File: config.mk
export PLATFORM = sky130hd
export DESIGN_NAME = hazard_ctrl
export DESIGN_NICKNAME = d
export VERILOG_FILES = /design/src/rtl/hazard_ctrl.sv
export SDC_FILE = /design/constraint.sdc
export NUM_CORES = 1
export LEC_CHECK = 0
export ABC_AREA = 0
export CAP_MARGIN = 30
export CORE_MARGIN = 2
export CORE_UTILIZATION = 26
export DETAILED_ROUTE_END_ITERATION = 6
export HOLD_SLACK_MARGIN = 0.05
export PLACE_DENSITY = 0.74
export SKIP_LAST_GASP = 1
export SLEW_MARGIN = 5
export SYNTH_ARGS = -nofsm -noshare
export SYNTH_HDL_FRONTEND = slang
export SYNTH_SLANG_ARGS = --single-unit
File: constraint.sdc
create_clock -name clk -period 1.8 [get_ports clk]
set_input_delay 0.36 -clock clk [delete_from_list [all_inputs] [get_ports clk]]
set_output_delay 0.36 -clock clk [all_outputs]
set_load 0.05 [all_outputs]
File: src/rtl/hazard_ctrl.sv
// hazard_ctrl: pipeline hazard controller for a 5-stage MIPS-like core.
//
// Purpose:
//   Detects load-use data hazards (one-cycle stall with an ID/EX bubble) and
//   control ops (beq/bne/j/jal). A control op opens a flush window that is
//   BUBBLES cycles long, counting the detect cycle. While reset is low, the
//   outputs are forced to their free-running values.
//
// Parameters:
//   DW      instruction width; the opcode is id_instr[DW-1:DW-6]
//   BUBBLES length of the control-hazard window in cycles (1..7)
//   CNTW    width of the statistics counters
//
// Ports:
//   clk          clock, rising edge
//   reset        asynchronous reset, active low
//   id_instr     instruction in ID
//   ex_memread   the instruction in EX is a load
//   ex_rt        destination register of the load in EX
//   pc_en        enables the sequential PC+4 update (branch-target writes are not gated)
//   ifid_en      IF/ID register load enable
//   ifid_flush   IF/ID loads a nop
//   idex_flush   ID/EX loads a nop
//   stall        0 = stalled, 1 = free running
//   busy         control-hazard window active
//   stall_cycles count of load-use stall cycles, saturating   (HAZARD_STATS_EN only)
//   flush_cycles count of cycles with ifid_flush=1, saturating (HAZARD_STATS_EN only)
//
// Optional feature macro: HAZARD_STATS_EN adds the two statistics counters.
module hazard_ctrl #(
  parameter int unsigned DW      = 32,
  parameter int unsigned BUBBLES = 3,
  parameter int unsigned CNTW    = 16
) (
  input  logic          clk,
  input  logic          reset,
  input  logic [DW-1:0] id_instr,
  input  logic          ex_memread,
  input  logic [4:0]    ex_rt,
  output logic          pc_en,
  output logic          ifid_en,
  output logic          ifid_flush,
  output logic          idex_flush,
  output logic          stall,
  output logic          busy
`ifdef HAZARD_STATS_EN
  ,
  output logic [CNTW-1:0] stall_cycles,
  output logic [CNTW-1:0] flush_cycles
`endif
);

  typedef enum logic {RUN, CTRL} state_t;

  // The detect cycle and the final CTRL cycle both count toward the window,
  // so the counter is loaded with BUBBLES-2.
  localparam logic [2:0] CNT_INIT = (BUBBLES > 1) ? 3'(BUBBLES - 2) : 3'd0;

  state_t     state, state_nx;
  logic [2:0] cnt, cnt_nx;

  logic [5:0] opcode;
  logic [4:0] rs, rt;
  logic       ctrl_op, load_use, rt_is_src;
  logic       unused_bits;

  assign opcode      = id_instr[DW-1:DW-6];
  assign rs          = id_instr[25:21];
  assign rt          = id_instr[20:16];
  assign unused_bits = ^id_instr;

  assign ctrl_op   = (opcode == 6'b000100) || (opcode == 6'b000101) ||
                     (opcode == 6'b000010) || (opcode == 6'b000011);
  // rt is only a source operand for R-type, beq, bne and sw.
  assign rt_is_src = (opcode == 6'b000000) || (opcode == 6'b000100) ||
                     (opcode == 6'b000101) || (opcode == 6'b101011);
  assign load_use  = ex_memread && (ex_rt != 5'd0) &&
                     ((ex_rt == rs) || ((ex_rt == rt) && rt_is_src));

  always_ff @(posedge clk or negedge reset) begin
    if (!reset) begin
      state <= RUN;
      cnt   <= '0;
    end else begin
      state <= state_nx;
      cnt   <= cnt_nx;
    end
  end

  always_comb begin
    state_nx   = state;
    cnt_nx     = cnt;
    pc_en      = 1'b1;
    ifid_en    = 1'b1;
    ifid_flush = 1'b0;
    idex_flush = 1'b0;
    stall      = 1'b1;
    busy       = 1'b0;
    unique case (state)
      RUN: begin
        if (load_use) begin
          // Load-use takes priority; a pending control op is seen again next cycle.
          pc_en      = 1'b0;
          ifid_en    = 1'b0;
          idex_flush = 1'b1;
          stall      = 1'b0;
        end else if (ctrl_op) begin
          pc_en      = 1'b0;
          ifid_flush = 1'b1;
          stall      = 1'b0;
          if (BUBBLES > 1) begin
            state_nx = CTRL;
            cnt_nx   = CNT_INIT;
          end
        end
      end
      CTRL: begin
        pc_en      = 1'b0;
        ifid_flush = 1'b1;
        stall      = 1'b0;
        busy       = 1'b1;
        if (cnt == 3'd0) state_nx = RUN;
        else             cnt_nx   = cnt - 3'd1;
      end
      default: state_nx = RUN;
    endcase
    if (!reset) begin
      pc_en      = 1'b1;
      ifid_en    = 1'b1;
      ifid_flush = 1'b0;
      idex_flush = 1'b0;
      stall      = 1'b1;
      busy       = 1'b0;
    end
  end

`ifdef HAZARD_STATS_EN
  always_ff @(posedge clk or negedge reset) begin
    if (!reset) begin
      stall_cycles <= '0;
      flush_cycles <= '0;
    end else begin
      if ((state == RUN) && load_use && (stall_cycles != '1))
        stall_cycles <= stall_cycles + 1'b1;
      if (ifid_flush && (flush_cycles != '1))
        flush_cycles <= flush_cycles + 1'b1;
    end
  end
`else
  localparam int unsigned unused_cntw = CNTW;
`endif

endmodule

==> impl_metrics.yaml, run 1 <==
layout:
  antenna_cells: 0
  synthToLayoutAreaGrowth_pct: 151
  final_layout_size_suffix_gt1_share_pct: 53.1
  final-instance-count-excl-fill: 138
  nets: 157
setup_path:
  max_stage_delay_ns: 0.56
  cp-end-kind: "output pin"
  cp_max_fo: 3
  setup.worst_path.class: "input pin to output pin"
  crit_family: "simple AND/OR/NAND/NOR gates"
  startpoint: "ex_rt[4]"
  timing.critical_path.cells: "buf_8, or4_4, o211ai_4, nor4_4, nor4b_4, buf_12"
  r2r_start: "cnt[0]$_DFFE_PN0P_"
  slowest_stage: "or4_4"
  crit_buf_inv: 2
  critPathArrivalTime_ns: 1.83
  cp.required_ns: 1.44
  start_kind: "input pin"
logic_synthesis:
  netlist.area_leader.share_pct: 20.6
  ys_dominant_reg_cell: "dfrtp_1"
  synth_enable_flop_cells: 0
  syn_area_per_cell_um2: 8.37
  syn_inst: 58
  yosys-top-cells-area: "dfrtp_1, xnor2_1, ha_1"
  async_reset_ff_share_pct: 100
  synth_common_cells: "xnor2_1, dfrtp_1, inv_1, nor3_1, o21ai_0"
  netlist_area_um2: 485
  synth-seq-cells: 4
  syn_nets: 100
  ys.warnings.count: 0
  yosysMostFrequentCell: "xnor2_1"
  yosysUniqueCellTypes: 27
  synth_largest_area_cell: "dfrtp_1"
  synth_seq_area_share_pct: 20.6
route:
  drtIter0Drc: 6
  vias_per_cell: 4.71
  drc: 0
  dr.pass1.iters: 2
  wl_per_cell_um: 13.3
  drt-total-wl_um: 1830
  vias: 650
  ant_nets: 0
sta:
  fmax_ghz: 0.456
  tightest_slew_ns: 0.440
  setup_viol: 5
  max-slew-margin-rel_pct: 70.3
  hold-worst-slack_ns: 0.561
  fin_setup_tns_ns: -1.63
  hold_viol_final: 0
  final.setup.worst_slack_ns: -0.393
  slew_violations: 0
  fin_skew_ns: 0.00296
  rsz0062_at_grt: "true"
  finalCriticalPeriod_ns: 2.19
  finalCritPeriodShare_pct: 122
power_and_ir_drop:
  ir_worst_vdd_mv: 0.468
  p_per_area_nw_per_um2: 777
  p_total_mw: 0.947
  leakagePower_nw: 0.557
floorplanning:
  ios: 46
  core-area_um2: 1750
  dieArea_um2: 2230
  start_util_pct: 27.8
  placementRows: 15
  die-width_um: 47.2
  die_h_um: 47.2
clock_tree:
  clk_pin_slew_ns: 0.04
  cts_buffers: 3
  ctsHtreeMaxLevel: 1
  clock_latency_ns: 0.23
  cts_tree: "built"
  cts_root_buf: "clkbuf_4"
  cts_max_path_buffers: 2
  clock-sinks: 4
  cts-hold-fix-buffers: 0
grt:
  grt_overflow: 0
  grtUsageTotal_pct: 20.1
  antenna_found_initial: 0
  grt_pass1_vias: 671
  grt_max_degree: 7
  grt_pass1_wl_um: 2990
worst_hold_path:
  min-delay-start: "cnt[0]$_DFFE_PN0P_"
  min_path_type: "flip-flop to flip-flop"
placement:
  portBuffers: 29
  place_ws_ns: -0.770
  dp.cells: 128
  gp_congestion: 0.770
  dp_hpwl_um: 1290
outcome:
  status: "finished, violations left"
  violations: "negative setup slack"
flow_run:
  maxCapViolations: 0
==> worst reg2reg max path, cell delays in order, from the launching register on <==
cell,delay (ns)
dfrtp_1,0.36
inv_1,0.05
ha_1,0.20
ha_1,0.18
nor2b_1,0.34
mux2i_1,0.27
o211a_1,0.18
==> area by class of cell <==
cell class,instances,area [um^2]
clock buffers,3,22.5
inverters,4,15.0
well taps,25,31.3
flip-flops and latches,4,100
multi-input cells,49,523
fillers,134,527
repair buffers,53,527
==> registers in the layout, summed over array words and instances (netlist names) <==
signal	flops
cnt	3
state	1
==> placed cells by master, fill, tap and decap left out, types with 3 or more instances in the layout <==
cell              n
buf_4            19
dlygate4sd2_1     9
xnor2_1           7
clkdlybuf4s15_1   7
buf_6             7
buf_12            5
xnor2_2           4
inv_1             4
dfrtp_1           4
nand2_1           3
clkbuf_4          3
==> what timing repair did <==
item                       in CTS  in global routing
gates resized for setup        73                  2
pin swaps                      24                  5
setup endpoints to repair       6                  5
setup buffers                   6                  1
==> power by group <==
group	leakage, nW	internal, mW	total, mW	switching (mW)
Clock	0.0138	0.0745	0.111	0.0361
Sequential	0.0475	0.138	0.161	0.0234
Combinational	0.495	0.347	0.676	0.329
Total	0.557	0.559	0.947	0.388
==> path summary, 6_finish.rpt <==
check	endpoint	slack, ns	cells past startpoint
worst min-delay path	cnt[0]$_DFFE_PN0P_	0.56	2
worst max register to register	cnt[1]$_DFFE_PN0P_	0.15	6
worst min register to register	cnt[0]$_DFFE_PN0P_	0.56	2
min in group asynchronous	state$_DFF_PN0_	0.57	2
max in group asynchronous	cnt[2]$_DFFE_PN0P_	1.13	2
worst max-delay path	ifid_flush	-0.39	6
==> metal layers <==
| metal | vias to the layer above | part of all wire [%] | GRT usage [%] |
|---|---|---|---|
| li1 | 323 | - | - |
| met1 | 298 | 33 | 19.4 |
| met2 | 23 | 60 | 39.5 |
| met3 | 6 | 4.4 | 1.92 |
| met4 | 0 | 2.5 | 13.3 |
| met5 | - | 0 | 0 |
==> per-stage QoR <==
stage	area [um^2]	util [%]
2_1_floorplan	507	-
6_report	1220	69.8
3_3_place_gp	996	57.1
4_1_cts	1200	68.7
5_1_grt	1220	69.8
3_5_place_dp	996	57.1
==> kinds of logic after synthesis <==
group                    count (synthesis)  synth area share [%]
flip-flops                               4                  20.6
AO/OA/AOI/OAI                           14                  19.8
XOR/XNOR                                12                  21.6
AND/OR/NAND/NOR                         19                  24.0
multiplexers                             2                  4.12
adder cells (fa/ha/maj)                  2                  5.15
buffers and inverters                    5                  4.64
Power figures use the tool's default switching activity.
==> run 2, diff against run 1 <==
--- a/config.mk
+++ b/config.mk
@@ -6,6 +6,7 @@
 export NUM_CORES = 1
 export LEC_CHECK = 0
 export ABC_AREA = 0
+export ABC_CLOCK_PERIOD_IN_PS = 1800
 export CAP_MARGIN = 30
 export CORE_MARGIN = 2
 export CORE_UTILIZATION = 26
==> results of run 2 <==
Final layout, timing and power as in run 1 (identical DEF).
